## src/rtl/multicycle_control_if.sv

```systemverilog
// Control bundle between the multi-cycle RV32I controller and the
// datapath / instruction register / memory port.
interface multicycle_control_if;
  logic       run;
  logic [6:0] opcode;
  logic [2:0] funct3;
  logic       alu_zero;
  logic       mem_ready;

  logic       mem_req;
  logic       mem_write;
  logic       adr_src;
  logic       ir_write;
  logic       pc_write;
  logic       reg_write;
  logic [1:0] alu_src_a;
  logic [1:0] alu_src_b;
  logic [1:0] result_src;
  logic       is_branch;
  logic       is_alu_reg;
  logic       is_alu_imm;
  logic       busy;
  logic       trap;
  logic [1:0] trap_cause;

  modport master (
    input  run, opcode, funct3, alu_zero, mem_ready,
    output mem_req, mem_write, adr_src, ir_write,
    output pc_write, reg_write, alu_src_a, alu_src_b,
    output result_src, is_branch, is_alu_reg, is_alu_imm,
    output busy, trap, trap_cause
  );

  modport slave (
    output run, opcode, funct3, alu_zero, mem_ready,
    input  mem_req, mem_write, adr_src, ir_write,
    input  pc_write, reg_write, alu_src_a, alu_src_b,
    input  result_src, is_branch, is_alu_reg, is_alu_imm,
    input  busy, trap, trap_cause
  );
endinterface

```

## src/rtl/multicycle_control.sv

```systemverilog
// Main control FSM of the multi-cycle RV32I core: sequences fetch,
// decode, execute, memory and writeback over one memory port and ALU.
module multicycle_control #(
  parameter bit BOOT_WAIT = 1'b1,
  parameter int MAX_WAIT  = 15
) (
  input logic clk,
  input logic reset_n,
  multicycle_control_if.master bus
);

  localparam int WW = $clog2(MAX_WAIT + 1);

  typedef enum logic [3:0] {
    S_IDLE,
    S_FETCH,
    S_DECODE,
    S_MEMADR,
    S_MEMREAD,
    S_MEMWB,
    S_MEMWRITE,
    S_EXEC_R,
    S_EXEC_I,
    S_ALUWB,
    S_BRANCH,
    S_JAL,
    S_TRAP
  } state_t;

  state_t        r_state;
  state_t        w_next;
  logic [WW-1:0] r_wait;
  logic [WW-1:0] w_wait_next;
  logic [1:0]    r_cause;
  logic [1:0]    w_cause_next;
  logic          w_mem_req;
  logic          w_timeout;

  assign w_mem_req = (r_state == S_FETCH)
                   | (r_state == S_MEMREAD)
                   | (r_state == S_MEMWRITE);

  // mem_ready in the last allowed cycle still completes the access
  assign w_timeout = w_mem_req & ~bus.mem_ready
                   & (r_wait == WW'(MAX_WAIT - 1));

  always_comb begin
    w_next       = r_state;
    w_cause_next = r_cause;
    unique case (r_state)
      S_IDLE:
        if (bus.run || !BOOT_WAIT) w_next = S_FETCH;
      S_FETCH:
        if (bus.mem_ready) w_next = S_DECODE;
      S_DECODE: begin
        unique case (bus.opcode)
          7'b0000011,
          7'b0100011: w_next = S_MEMADR;
          7'b0110011: w_next = S_EXEC_R;
          7'b0010011: w_next = S_EXEC_I;
          7'b1100011: begin
            if (bus.funct3[2:1] == 2'b01) begin
              w_next       = S_TRAP;
              w_cause_next = 2'd2;
            end else begin
              w_next = S_BRANCH;
            end
          end
          7'b1101111: w_next = S_JAL;
          default: begin
            w_next       = S_TRAP;
            w_cause_next = 2'd1;
          end
        endcase
      end
      S_MEMADR:
        w_next = bus.opcode[5] ? S_MEMWRITE : S_MEMREAD;
      S_MEMREAD:
        if (bus.mem_ready) w_next = S_MEMWB;
      S_MEMWRITE:
        if (bus.mem_ready) w_next = S_FETCH;
      S_EXEC_R,
      S_EXEC_I:
        w_next = S_ALUWB;
      S_MEMWB,
      S_ALUWB,
      S_BRANCH,
      S_JAL:
        w_next = S_FETCH;
      S_TRAP:
        w_next = S_TRAP;
      default:
        w_next = S_IDLE;
    endcase
    if (w_timeout) begin
      w_next       = S_TRAP;
      w_cause_next = 2'd3;
    end
  end

  always_comb begin
    w_wait_next = r_wait + WW'(1);
    if (w_next != r_state || bus.mem_ready || !w_mem_req)
      w_wait_next = '0;
  end

  always_ff @(posedge clk or negedge reset_n) begin
    if (!reset_n) begin
      r_state <= S_IDLE;
      r_wait  <= '0;
      r_cause <= 2'd0;
    end else begin
      r_state <= w_next;
      r_wait  <= w_wait_next;
      r_cause <= w_cause_next;
    end
  end

  always_comb begin
    bus.mem_req    = w_mem_req;
    bus.mem_write  = 1'b0;
    bus.adr_src    = 1'b0;
    bus.ir_write   = 1'b0;
    bus.pc_write   = 1'b0;
    bus.reg_write  = 1'b0;
    bus.alu_src_a  = 2'd0;
    bus.alu_src_b  = 2'd0;
    bus.result_src = 2'd0;
    bus.is_branch  = 1'b0;
    bus.is_alu_reg = 1'b0;
    bus.is_alu_imm = 1'b0;
    bus.busy       = (r_state != S_IDLE) && (r_state != S_TRAP);
    bus.trap       = (r_state == S_TRAP);
    bus.trap_cause = r_cause;
    unique case (r_state)
      S_FETCH: begin
        bus.alu_src_b  = 2'd2;
        bus.result_src = 2'd2;
        bus.ir_write   = bus.mem_ready;
        bus.pc_write   = bus.mem_ready;
      end
      S_DECODE: begin
        bus.alu_src_a = 2'd1;
        bus.alu_src_b = 2'd1;
      end
      S_MEMADR: begin
        bus.alu_src_a = 2'd2;
        bus.alu_src_b = 2'd1;
      end
      S_MEMREAD:
        bus.adr_src = 1'b1;
      S_MEMWB: begin
        bus.result_src = 2'd1;
        bus.reg_write  = 1'b1;
      end
      S_MEMWRITE: begin
        bus.mem_write = 1'b1;
        bus.adr_src   = 1'b1;
      end
      S_EXEC_R: begin
        bus.alu_src_a  = 2'd2;
        bus.is_alu_reg = 1'b1;
      end
      S_EXEC_I: begin
        bus.alu_src_a  = 2'd2;
        bus.alu_src_b  = 2'd1;
        bus.is_alu_imm = 1'b1;
      end
      S_ALUWB:
        bus.reg_write = 1'b1;
      S_BRANCH: begin
        bus.alu_src_a = 2'd2;
        bus.is_branch = 1'b1;
        bus.pc_write  = bus.alu_zero ^ bus.funct3[0]
                      ^ bus.funct3[2];
      end
      S_JAL: begin
        bus.alu_src_a = 2'd1;
        bus.alu_src_b = 2'd2;
        bus.reg_write = 1'b1;
        bus.pc_write  = 1'b1;
      end
      default: ;
    endcase
  end

endmodule

```

## src/flat_wrapper.sv

```systemverilog
// flat-port wrapper written by rule: the top's interface ports become plain ports
module multicycle_control_flat 
#(
  parameter bit BOOT_WAIT = 1'b1,
  parameter int MAX_WAIT  = 15
)
  (clk, reset_n, bus_run, bus_opcode, bus_funct3, bus_alu_zero, bus_mem_ready, bus_mem_req, bus_mem_write, bus_adr_src, bus_ir_write, bus_pc_write, bus_reg_write, bus_alu_src_a, bus_alu_src_b, bus_result_src, bus_is_branch, bus_is_alu_reg, bus_is_alu_imm, bus_busy, bus_trap, bus_trap_cause);
  multicycle_control_if bus_i ();
  input logic clk;
  input logic reset_n;
  input wire logic [$bits(bus_i.run)-1:0] bus_run;
  input wire logic [$bits(bus_i.opcode)-1:0] bus_opcode;
  input wire logic [$bits(bus_i.funct3)-1:0] bus_funct3;
  input wire logic [$bits(bus_i.alu_zero)-1:0] bus_alu_zero;
  input wire logic [$bits(bus_i.mem_ready)-1:0] bus_mem_ready;
  output wire logic [$bits(bus_i.mem_req)-1:0] bus_mem_req;
  output wire logic [$bits(bus_i.mem_write)-1:0] bus_mem_write;
  output wire logic [$bits(bus_i.adr_src)-1:0] bus_adr_src;
  output wire logic [$bits(bus_i.ir_write)-1:0] bus_ir_write;
  output wire logic [$bits(bus_i.pc_write)-1:0] bus_pc_write;
  output wire logic [$bits(bus_i.reg_write)-1:0] bus_reg_write;
  output wire logic [$bits(bus_i.alu_src_a)-1:0] bus_alu_src_a;
  output wire logic [$bits(bus_i.alu_src_b)-1:0] bus_alu_src_b;
  output wire logic [$bits(bus_i.result_src)-1:0] bus_result_src;
  output wire logic [$bits(bus_i.is_branch)-1:0] bus_is_branch;
  output wire logic [$bits(bus_i.is_alu_reg)-1:0] bus_is_alu_reg;
  output wire logic [$bits(bus_i.is_alu_imm)-1:0] bus_is_alu_imm;
  output wire logic [$bits(bus_i.busy)-1:0] bus_busy;
  output wire logic [$bits(bus_i.trap)-1:0] bus_trap;
  output wire logic [$bits(bus_i.trap_cause)-1:0] bus_trap_cause;
  assign bus_i.run = bus_run;
  assign bus_i.opcode = bus_opcode;
  assign bus_i.funct3 = bus_funct3;
  assign bus_i.alu_zero = bus_alu_zero;
  assign bus_i.mem_ready = bus_mem_ready;
  assign bus_mem_req = bus_i.mem_req;
  assign bus_mem_write = bus_i.mem_write;
  assign bus_adr_src = bus_i.adr_src;
  assign bus_ir_write = bus_i.ir_write;
  assign bus_pc_write = bus_i.pc_write;
  assign bus_reg_write = bus_i.reg_write;
  assign bus_alu_src_a = bus_i.alu_src_a;
  assign bus_alu_src_b = bus_i.alu_src_b;
  assign bus_result_src = bus_i.result_src;
  assign bus_is_branch = bus_i.is_branch;
  assign bus_is_alu_reg = bus_i.is_alu_reg;
  assign bus_is_alu_imm = bus_i.is_alu_imm;
  assign bus_busy = bus_i.busy;
  assign bus_trap = bus_i.trap;
  assign bus_trap_cause = bus_i.trap_cause;
  multicycle_control #(.BOOT_WAIT(BOOT_WAIT), .MAX_WAIT(MAX_WAIT)) u_core (.clk(clk), .reset_n(reset_n), .bus(bus_i));
endmodule
```

## config.mk

```make
export PLATFORM = sky130hd
export DESIGN_NAME = multicycle_control_flat
export DESIGN_NICKNAME = d
export VERILOG_FILES = /design/src/rtl/multicycle_control_if.sv /design/src/rtl/multicycle_control.sv /design/src/flat_wrapper.sv
export SDC_FILE = /design/constraint.sdc
export NUM_CORES = 1
export LEC_CHECK = 0
export CAP_MARGIN = 10
export CORE_UTILIZATION = 35
export DETAILED_ROUTE_END_ITERATION = 16
export GPL_TIMING_DRIVEN = 0
export PLACE_DENSITY = 0.74
export SLEW_MARGIN = 20
export SYNTH_ARGS = -nofsm -noshare
export SYNTH_HDL_FRONTEND = slang
export SYNTH_SLANG_ARGS = --single-unit
export TNS_END_PERCENT = 10
```

## constraint.sdc

```tcl
create_clock -name clk -period 2.6 [get_ports clk]
set_input_delay 0.52 -clock clk [delete_from_list [all_inputs] [get_ports clk]]
set_output_delay 0.52 -clock clk [all_outputs]
set_load 0.05 [all_outputs]
```

==> run summary <==
The run finished with clean final reports. The tree built by TritonCTS fans out to 10 sinks. After detailed routing, the number of remaining DRC violations is 0. The run gives 943 as the number of global-route vias before repair.

The critical register-to-register path startpoint was u_core.r_state[2]. After clock tree synthesis, the clock-pin slew on the worst setup and hold paths is 60 ps. The placed wire-length estimate after detailed placement was 1830 um; the total design power was 1.54 mW.

At the worst endpoint, the required time is 2080 ps. For the finished layout, the period the worst path requires is 2510 ps. Arrival time of data at the critical path endpoint: 1990 ps. Total track usage: 17.7%. The tools report the type of destination of the critical path as an output port. After detailed routing, the average wire length per cell comes to 12.1 um. For this design, the slowest cell found on the critical path is sky130_fd_sc_hd__clkdlybuf4s15_2.

The most used flip-flop cell after synthesis is sky130_fd_sc_hd__dfrtp_1. The startpoint kind of the worst setup timing path is a flip-flop. The cell occurring most often along the worst timing path is sky130_fd_sc_hd__clkbuf_1.

The number of buffers on the longest clock path was 2. The ratio of routed vias to standard cells is 5.44. For the total count of max-transition violations in the final report, the log shows 0. The endpoint with the worst hold slack was u_core.bus.trap_cause[1]. TritonCTS built the clock tree. Dividing the final minimum period by the clock period gives 96.7%. For this run the aggregate overflow at the end of global routing stands at 0.

Worst-margin pin slew: 587 ps. Entering global routing, the biggest net connects 11 pins. met2 is the most crowded layer.

The die outline height was 53.7 um; the total of flip-flops plus latches after synthesis was 10. In this run the tool buffered the top-level ports with 32 buffer cells. The tools report the total nets after synthesis as 141. The startpoint identified for the worst hold timing path is u_core.bus.trap_cause[1]. The tool flagged a number of max-cap violations equal to 0.

Once routing completed, OpenROAD measured the worst setup slack at 86.8 ps. The die is 53.7 um wide. Post-synthesis to final-layout area growth: 38.0%. The setup slack of the worst register-to-register path was 730 ps; the total number of vias was 1028. The logs give 42 for the distinct cell type count after synthesis and 398 MHz for the highest clock rate. In the final timing run, aggregate negative setup slack is 0 ps. Of all nets on the critical path, the largest fanout is 10.

Each instance of the synthesized netlist takes up on average 7.54 um^2. The async set-or-reset flop fraction in the synthesized netlist came out at 100%. Number of antenna violations at the first check in global routing: 0.

The Yosys step of the flow raised 0 warnings. Dividing total power by cell area gives a power density of 1190 mW/mm^2. The clock reaches the later pin of the worst-skew pair after 250 ps. The fraction of final layout cells with drive strength greater than 1 works out to 13.8%.

The number of antenna-violating nets in the routed design is 0, and the final number of hold-violating endpoints is 0. The maximum level of the CTS H-tree was 1. The repair_antennas step left the layout with diodes totalling 0. For met2 alone, demand over resource in global routing was 33.3%.

Across the routed clock network, the largest skew measured is 3.17 ps. After clock tree synthesis, the setup repair step added 0 buffers. Static leakage power: 0.542 nW. The global-route wire length before repair is 3840 um. In this run the critical register-to-register path is captured at u_core.bus.trap_cause[1].

The number of stages on the worst hold path is 1. The CTS buffer count is 3. After the last flow step, the layout net total stands at 178. Family of cells with the greatest summed delay on the critical path: buffers and inverters.

The tightest hold path in the finished design has a slack of 487 ps. The number of cell instances on the worst register-to-register path works out to 5. Setup repair after global routing could not meet its margin everywhere.

For this run, the detailed router's first-pass iteration total came to 4. OpenSTA, run right after detailed placement, puts the worst setup slack at -329 ps. The aggregate routed wire length is 2290 um. The tools report the total core area as 0.00250 mm^2. The critical path is of the reg -> out type.

The clock root buffer was sky130_fd_sc_hd__clkbuf_4. The site row count is 18. The logs give 1.98% for the met3 capacity usage during global routing and 829 uV for the worst IR drop on VDD. The logs give 0.806 for the global placement routability congestion and 21.6% for the global routing usage on met1.

The run gives 0.00288 mm^2 as the floorplan die area. The area of the mapped netlist was 935 um^2; the count of pins on the block boundary was 34. The critical path goes through clkbuf_1, clkbuf_1, xor2_1, nor3b_1, clkdlybuf4s15_2. Setup violations remaining at the end of the flow were counted as 0.

The first routing iteration left 11 violations. For this run, the register share of the synthesized area comes to 26.8%. The cell count after synthesis was 124. Once the floorplan was initialized, standard cells occupied 37.4% of the core. The buffer and inverter count on the worst path was 3. In this run, synthesis inferred 0 flip-flops with an integrated enable.

Class of the tightest hold or removal check: reg -> reg. In this design, the stage delay of the slowest critical-path cell is 400 ps. The tightest slew margin relative to the limit came out at 60.5%.
[placed cells by master (no fill, tap or decap), drive strengths merged, types with 2 or more instances in the layout]
master	Yosys	layout
a211o	2	2
a211oi	2	2
a21oi	6	6
a31oi	2	2
and2	3	3
buf	2	2
clkbuf	9	19
clkdlybuf4s15	0	4
clkdlybuf4s50	0	16
dfrtp	10	10
dlygate4sd2	0	4
ha	2	2
mux2i	2	2
nand2	7	7
nand2b	7	7
nand3	4	4
nand3b	2	2
nor2	18	18
nor2b	4	4
nor3	4	4
nor3b	3	3
nor4	2	2
o21ai	8	8
or2	2	2
xnor2	3	3
xor2	2	2
[worst max-delay path by stage]
stage,to,from,slack [ps],cells after the start
3_3_place_gp,bus_pc_write,bus_mem_ready,-340,5
2_1_floorplan,bus_ir_write,u_core.r_state[1],-390,4
6_report,bus_alu_src_b[1],u_core.r_state[3],90,5
4_1_cts,bus_ir_write,u_core.r_state[1],8,5
3_5_place_dp,bus_pc_write,bus_mem_ready,-330,5
5_1_grt,bus_alu_src_b[1],u_core.r_state[3],-50,5
[routing by layer]
metal / vias up / share of wire [%]
li1: 521 / -
met1: 481 / 44
met2: 26 / 52
met3: 0 / 4.5
met4: 0 / 0
met5: - / 0
[timing repair]
item                                    4_1_cts  5_1_grt
hold buffers                                  0        0
endpoints found under the setup margin       15       15
gates resized for setup                      20       25
[worst register-to-register path: stages (launching register included)]
cell and delay, ps:
sky130_fd_sc_hd__dfrtp_1 370, sky130_fd_sc_hd__buf_6 140, sky130_fd_sc_hd__or4b_1 510, sky130_fd_sc_hd__buf_2 170, sky130_fd_sc_hd__a211o_1 290, sky130_fd_sc_hd__a211o_1 280
[through the flow]
| stage | cells | cell area [um^2] | util [%] |
|---|---|---|---|
| 4_1_cts | 189 | 1310 | 52.3 |
| 3_5_place_dp | 186 | 1300 | 52.0 |
| 3_3_place_gp | 186 | 1300 | 52.0 |
| 2_1_floorplan | 124 | 941 | - |
| 5_1_grt | 189 | 1290 | 51.6 |
| 6_report | 189 | 1290 | 51.6 |
[synthesized netlist by cell type (all sizes together), types with 2 or more instances]
master	count	area share (%)
nor2b	4	2.7
nand3	4	2.1
nor2	18	7.2
a211o	2	1.9
a21oi	6	3.2
clkbuf	9	3.6
nor4	2	1.3
buf	2	1.7
nand2	7	2.8
nand3b	2	1.6
o21ai	8	4.3
dfrtp	10	27
or2	2	1.3
a31oi	2	1.3
mux2i	2	2.1
xnor2	3	2.8
a211oi	2	1.6
xor2	2	1.9
and2	3	2.0
ha	2	2.7
nor3	4	2.1
nor3b	3	2.4
nand2b	7	4.7
[power by group]
group	leakage (nW)	internal (mW)	switching (mW)
combinational	0.399	0.372	0.833
clock	0.0138	0.0530	0.0441
sequential	0.129	0.203	0.0348
[cells by family (layout without fill, tap and decap cells)]
group | count (synthesis) | after routing | synth area share [%]
muxes | 3 | 3 | 3.35
AOI/OAI and AO/OA | 30 | 30 | 21.3
adders and majority gates | 2 | 2 | 2.68
xor gates and xnor gates | 5 | 5 | 4.69
and+or+nand+nor | 62 | 62 | 35.5
buffers and inverters | 12 | 47 | 5.76
DFF | 10 | 10 | 26.8
[layout make-up]
| type | count | area (um^2) |
|---|---|---|
| Buffer | 11 | 53.8 |
| Clock buffer | 3 | 22.5 |
| Fill cell | 248 | 1210 |
| Inverter | 1 | 3.75 |
| Multi-Input combinational cell | 102 | 637 |
| Sequential cell | 10 | 250 |
| Tap cell | 30 | 37.5 |
| Timing Repair Buffer | 32 | 285 |
[flip-flops by register name (all words and copies together) (netlist names)]
name                   count
u_core.bus.trap_cause      2
u_core.r_state             4
u_core.r_wait              4
No activity file was read; power rests on OpenSTA's default activity.
